**src/rtl/wb_arbiter_pkg.sv**
```systemverilog
// Shared writeback types: register-file write request and arbitration source tags.
package wb_arbiter_pkg;
  localparam int REG_AW = 5;
  localparam int XLEN   = 32;

  typedef struct packed {
    logic [REG_AW-1:0] wa;
    logic [XLEN-1:0]   wd;
  } wb_req_t;

  typedef enum logic [1:0] {
    SRC_NONE,
    SRC_ALU,
    SRC_FIFO,
    SRC_LU
  } wb_src_t;
endpackage

```
**src/rtl/wb_arbiter_fifo.sv**
```systemverilog
// Circular buffer for long-latency writeback requests; head visible combinationally, one-cycle
// push-to-pop latency; caller must not push when full or pop when empty.
module wb_fifo
  import wb_arbiter_pkg::*;
#(
  parameter int DEPTH = 4,
  parameter int CNTW  = $clog2(DEPTH) + 1
) (
  input  logic            clk,
  input  logic            rstn,
  input  logic            push,
  input  wb_req_t         push_dat,
  input  logic            pop,
  output wb_req_t         head_dat,
  output logic            full,
  output logic            empty,
  output logic [CNTW-1:0] count
);
  localparam int PW = $clog2(DEPTH);
  localparam logic [PW-1:0]   PTR_ONE = 1;
  localparam logic [CNTW-1:0] CNT_ONE = 1;

  wb_req_t         mem_q [DEPTH];
  wb_req_t         mem_d [DEPTH];
  logic [PW-1:0]   wr_ptr_q, wr_ptr_d;
  logic [PW-1:0]   rd_ptr_q, rd_ptr_d;
  logic [CNTW-1:0] count_q, count_d;

  assign head_dat = mem_q[rd_ptr_q];
  assign count    = count_q;
  assign full     = (count_q == CNTW'(DEPTH));
  assign empty    = (count_q == '0);

  always_comb begin
    mem_d    = mem_q;
    wr_ptr_d = wr_ptr_q;
    rd_ptr_d = rd_ptr_q;
    count_d  = count_q;
    if (push) begin
      mem_d[wr_ptr_q] = push_dat;
      wr_ptr_d        = wr_ptr_q + PTR_ONE;
    end
    if (pop) begin
      rd_ptr_d = rd_ptr_q + PTR_ONE;
    end
    if (push && !pop) begin
      count_d = count_q + CNT_ONE;
    end else if (pop && !push) begin
      count_d = count_q - CNT_ONE;
    end
  end

  // Storage carries no reset; occupancy and pointers alone define validity.
  always_ff @(posedge clk) begin
    mem_q <= mem_d;
  end

  always_ff @(posedge clk or negedge rstn) begin
    if (!rstn) begin
      wr_ptr_q <= '0;
      rd_ptr_q <= '0;
      count_q  <= '0;
    end else begin
      wr_ptr_q <= wr_ptr_d;
      rd_ptr_q <= rd_ptr_d;
      count_q  <= count_d;
    end
  end

  a_no_overflow:  assert property (@(posedge clk) disable iff (!rstn) !(push && full));
  a_no_underflow: assert property (@(posedge clk) disable iff (!rstn) !(pop && empty));
endmodule

```
**src/rtl/wb_arbiter.sv**
```systemverilog
// Writeback arbiter: ALU > FIFO head > direct long result onto a registered write port, 1 cycle;
// long-latency input backpressured only by a full FIFO; per-register pending scoreboard.
module wb_arbiter
  import wb_arbiter_pkg::*;
#(
  parameter int DEPTH = 4,
  parameter int CNTW  = $clog2(DEPTH) + 1
) (
  input  logic              clk,
  input  logic              rstn,
  input  logic              alu_we,
  input  logic [REG_AW-1:0] alu_wa,
  input  logic [XLEN-1:0]   alu_wd,
  input  logic              lu_valid,
  output logic              lu_ready,
  input  logic [REG_AW-1:0] lu_wa,
  input  logic [XLEN-1:0]   lu_wd,
  input  logic              iss_mark,
  input  logic [REG_AW-1:0] iss_wa,
  output logic              we3,
  output logic [REG_AW-1:0] wa3,
  output logic [XLEN-1:0]   wd3,
  output logic [31:0]       busy,
  output logic [CNTW-1:0]   q_count
);
  wb_src_t           src;
  wb_req_t           sel_req, lu_req, alu_req, fifo_head;
  logic              lu_hs, fifo_push, fifo_pop, fifo_full, fifo_empty;
  logic              we3_q, we3_d, lng_q, lng_d;
  logic [REG_AW-1:0] wa3_q, wa3_d;
  logic [XLEN-1:0]   wd3_q, wd3_d;
  logic [31:0]       busy_q, busy_d;

  assign lu_req   = '{wa: lu_wa, wd: lu_wd};
  assign alu_req  = '{wa: alu_wa, wd: alu_wd};
  assign lu_ready = !fifo_full;
  assign lu_hs    = lu_valid && lu_ready;

  wb_fifo #(.DEPTH(DEPTH), .CNTW(CNTW)) u_fifo (
    .clk      (clk),
    .rstn     (rstn),
    .push     (fifo_push),
    .push_dat (lu_req),
    .pop      (fifo_pop),
    .head_dat (fifo_head),
    .full     (fifo_full),
    .empty    (fifo_empty),
    .count    (q_count)
  );

  // An accepted long result only bypasses the FIFO when nothing older or higher-priority wants the port.
  always_comb begin
    src       = SRC_NONE;
    sel_req   = lu_req;
    fifo_push = 1'b0;
    fifo_pop  = 1'b0;
    if (alu_we) begin
      src       = SRC_ALU;
      sel_req   = alu_req;
      fifo_push = lu_hs;
    end else if (!fifo_empty) begin
      src       = SRC_FIFO;
      sel_req   = fifo_head;
      fifo_pop  = 1'b1;
      fifo_push = lu_hs;
    end else if (lu_hs) begin
      src = SRC_LU;
    end
  end

  always_comb begin
    we3_d = (src != SRC_NONE) && (sel_req.wa != '0);
    lng_d = we3_d && ((src == SRC_FIFO) || (src == SRC_LU));
    wa3_d = wa3_q;
    wd3_d = wd3_q;
    if (src != SRC_NONE) begin
      wa3_d = sel_req.wa;
      wd3_d = sel_req.wd;
    end
    // Clear one cycle after the long write is on the port, so readers see the new value first.
    busy_d = busy_q;
    if (lng_q) begin
      busy_d[wa3_q] = 1'b0;
    end
    if (iss_mark && (iss_wa != '0)) begin
      busy_d[iss_wa] = 1'b1;
    end
  end

  always_ff @(posedge clk or negedge rstn) begin
    if (!rstn) begin
      we3_q  <= 1'b0;
      wa3_q  <= '0;
      wd3_q  <= '0;
      lng_q  <= 1'b0;
      busy_q <= '0;
    end else begin
      we3_q  <= we3_d;
      wa3_q  <= wa3_d;
      wd3_q  <= wd3_d;
      lng_q  <= lng_d;
      busy_q <= busy_d;
    end
  end

  assign we3  = we3_q;
  assign wa3  = wa3_q;
  assign wd3  = wd3_q;
  assign busy = busy_q;

  a_mark_not_busy: assert property (@(posedge clk) disable iff (!rstn)
    !(iss_mark && (iss_wa != '0) && busy_q[iss_wa] && !(lng_q && (wa3_q == iss_wa))));
  a_alu_not_busy: assert property (@(posedge clk) disable iff (!rstn)
    !(alu_we && busy_q[alu_wa]));
  a_lu_dest_busy: assert property (@(posedge clk) disable iff (!rstn)
    !(lu_valid && !busy_q[lu_wa]));
  a_lu_stable: assert property (@(posedge clk) disable iff (!rstn)
    (lu_valid && !lu_ready) |=> ((lu_wa == $past(lu_wa)) && (lu_wd == $past(lu_wd))));
endmodule

```
**config.mk**
```make
export PLATFORM = sky130hd
export DESIGN_NAME = wb_arbiter
export DESIGN_NICKNAME = d
export VERILOG_FILES = /design/src/rtl/wb_arbiter_pkg.sv /design/src/rtl/wb_arbiter_fifo.sv /design/src/rtl/wb_arbiter.sv
export SDC_FILE = /design/constraint.sdc
export NUM_CORES = 1
export LEC_CHECK = 0
export CORE_MARGIN = 5
export CORE_UTILIZATION = 38
export CTS_BUF_LIST = sky130_fd_sc_hd__clkbuf_4
export CTS_CLUSTER_SIZE = 30
export DETAILED_ROUTE_END_ITERATION = 10
export GPL_ROUTABILITY_DRIVEN = 0
export GPL_TIMING_DRIVEN = 0
export PLACE_DENSITY = 0.69
export SETUP_SLACK_MARGIN = 0.3
export SLEW_MARGIN = 10
export SYNTH_ARGS = -nofsm -noshare
export SYNTH_HDL_FRONTEND = slang
export SYNTH_SLANG_ARGS = --single-unit
```
**constraint.sdc**
```tcl
create_clock -name clk -period 2.1 [get_ports clk]
set_input_delay 0.63 -clock clk [delete_from_list [all_inputs] [get_ports clk]]
set_output_delay 0.63 -clock clk [all_outputs]
set_load 0.02 [all_outputs]
```
==> run metrics <==
Reg area 6400 um^2; Place WS -1.30 ns; flops & latches, synth 226; Reg clk slew, reported paths 0.07 ns; largest family of logic cells by synthesized area multiplexers; gr ovfl total 0; Leakage 5.25 nW; cell internal pwr 12.7 mW; max-slew violation count 0; Mapped Nets 712; max layer used met4; endpoint class of the critical path output pin; sw power 6.75 mW; f_max 0.486 GHz; row count 57; initial antenna violation count 1; compound-gate portion of the synthesized area 0.0893; fin nets 1014; crit start category flip-flop; multiplexer area fraction after synthesis 0.128; WS Path Type reg2out; most frequent cells in the layout 148 x edfxtp_1, 99 x clkbuf_4, 84 x buf_6, 80 x clkdlybuf4s50_1, 73 x dfrtp_1; max-cap check violation count 0; worst hold path class in2async; Final ANT Viol Nets 0; fraction of layout cells with a size suffix above 1 0.416; vias in the first global route 7062; Slew HR 0.505; Routed WL 26700 um; setup TNS 0 ns; Synth top area share 0.479; CTS Buffer Depth 3; Worst Path Required 1.47 ns; Synth area leaders edfxtp_1 48%, dfrtp_1 21%, mux4_2 7.5%; 1st-iter DRT viols 455; clk root buf clkbuf_4; fin cells 1299; outcome completed; post-synthesis sequential area ratio 0.689; Mapped Avg Cell Area 14.9 um^2; Vias 6720; first-pass GRT wire length 39900 um; Met2 Wirelength 13600 um; RSZ-0062 raised after global routing true; Final Cycle Share 0.979; Filler cells 1911; post-synthesis simple-gate area fraction 0.0651; Post-Synth XOR/XNOR Area 0.00377; area grow syn2layout 48.5%; maximum VDD drop 0.000573 V; total number of yosys warnings 0; worst skew pair latency 0.69 ns; placed insts 1105; pin count of the biggest net entering global routing 53; Num CTS Buffers 60; Multi-input gate area 3270 um^2; Synth Instances 623; overall die width 166 um; measured slew at the worst slew-check pin 0.742 ns; Avg WL per Cell 20.5 um; dpl hpwl 15500 um; overall routing resource usage 0.183; DRT Pass-1 Iters 5; Pwr Total 19.4 mW; routed wl met3 1800 um; Final Setup Violations 0; WP data arrival 1.43 ns; CTS tree yes; core area 24200 um^2; sw frac 0.348; reg2reg path depth 8; fin crit period 2.06 ns; Syn Std Cell Area 9290 um^2; H-tree depth 2; skew final 0.0399 ns; DR vias/cell 5.17; Clock Sinks 226; starting density of the core 0.384; final hold slack 0.433 ns; Comb pwr share 0.460; die area 27700 um^2; # DRC 0; commonest non-fill, non-tap cell in the layout edfxtp_1; adder-cell area share of the yosys netlist 0.00755; count of final hold-check violations 0; io pins 158; met1 WL 10700 um; maximum fanout along the worst path 2; Final Worst Setup Slack 0.0431 ns; Synth area leader edfxtp_1; distinct cell type count after synthesis 44; IO Port Bufs 157; PwrDens 1410 nW/um^2; Reg power frac 0.340; Die Y 166 um; clock power share 0.199
-- timing repair --
item                       CTS  global route
gates resized for setup    508           147
pin swaps                   12            13
buffers inserted            49            24
gates cloned                 4             4
setup endpoints to repair  262           256
hold endpoints to repair    26             0
hold buffers                 1             0
-- Yosys cell counts, drive strengths merged --
cell	n
nand2b	2
a221o	1
nand3b	11
nand3	6
nor2b	3
o31ai	2
a21oi	36
or4	1
or3b	5
a211oi	3
mux2i	33
or3	4
xor2	2
fa	1
nand2	45
dfrtp	78
nor3	3
a21boi	1
clkbuf	19
nor2	44
a221oi	1
o2bb2ai	1
o41ai	1
o311ai	1
mux4	37
and2	4
o21a	1
a2111oi	1
ha	4
o311a	1
edfxtp	148
o21ai	102
xnor2	2
inv	4
o32a	1
buf	14
-- worst paths after layout --
check / slack, ns / endpoint / start
setup / recovery: 0.04 / lu_ready / u_fifo.count[0]
hold / removal: 0.43 / busy[22] / rstn
setup reg to reg: 0.12 / lng_q / u_fifo.count[1]
hold reg to reg: 0.53 / busy[9] / busy[9]
max in group asynchronous: 1.04 / u_fifo.rd_ptr_q[0] / rstn
min in group clk: 0.48 / wd3[14] / alu_wd[14]
-- registers in the layout (all words and copies together) (netlist names) --
name,flops
u_fifo.mem_q,148
busy,32
wd3,32
wa3,5
u_fifo.count,3
u_fifo.rd_ptr_q,2
u_fifo.wr_ptr_q,2
lng_q,1
we3,1
-- per-stage QoR --
stage                     cell area (um^2)   util
final                                13800  0.570
after global routing                 13800  0.570
after CTS                            12900  0.535
after detailed placement             11300  0.469
after global placement               11300  0.468
after floorplan                       9340      -
-- power groups by stage --
stage	sequential, mW	clock (mW)	combinational (mW)
6_report	6.61	3.87	8.93
2_1_floorplan	7.21	0	2.81
3_5_place_dp	6.65	0	5.94
4_1_cts	6.60	3.96	7.20
5_1_grt	6.72	4.26	9.52
3_3_place_gp	6.61	0	5.87
-- critical path, stage by stage, from the launching register on --
cell and delay [ns]:
dfrtp_2 0.43, nor2_4 0.13, nand2_2 0.07, buf_6 0.13
-- layout make-up --
| class | instances | share of cell area |
|---|---|---|
| Clock inverter | 13 | 0.00399 |
| Antenna cell | 1 | 0.000181 |
| Inverter | 4 | 0.00109 |
| Multi-Input combinational cell | 364 | 0.237 |
| Tap cell | 324 | 0.0294 |
| Sequential cell | 226 | 0.464 |
| Buffer | 33 | 0.0240 |
| Clock buffer | 98 | 0.0533 |
| Timing Repair Buffer | 236 | 0.187 |
-- metal layers --
metal,vias to the layer above,track usage
met5,-,0
met4,0,0.0601
met3,52,0.0526
met2,257,0.304
met1,3373,0.232
li1,3038,-
-- cells by family after synthesis --
group,after synthesis
xor+xnor,4
compound gates,153
mux,70
simple gates,128
buf+inv,37
flops,226
fa+ha+maj,5
Note: power is estimated with default switching activity, not from simulation.
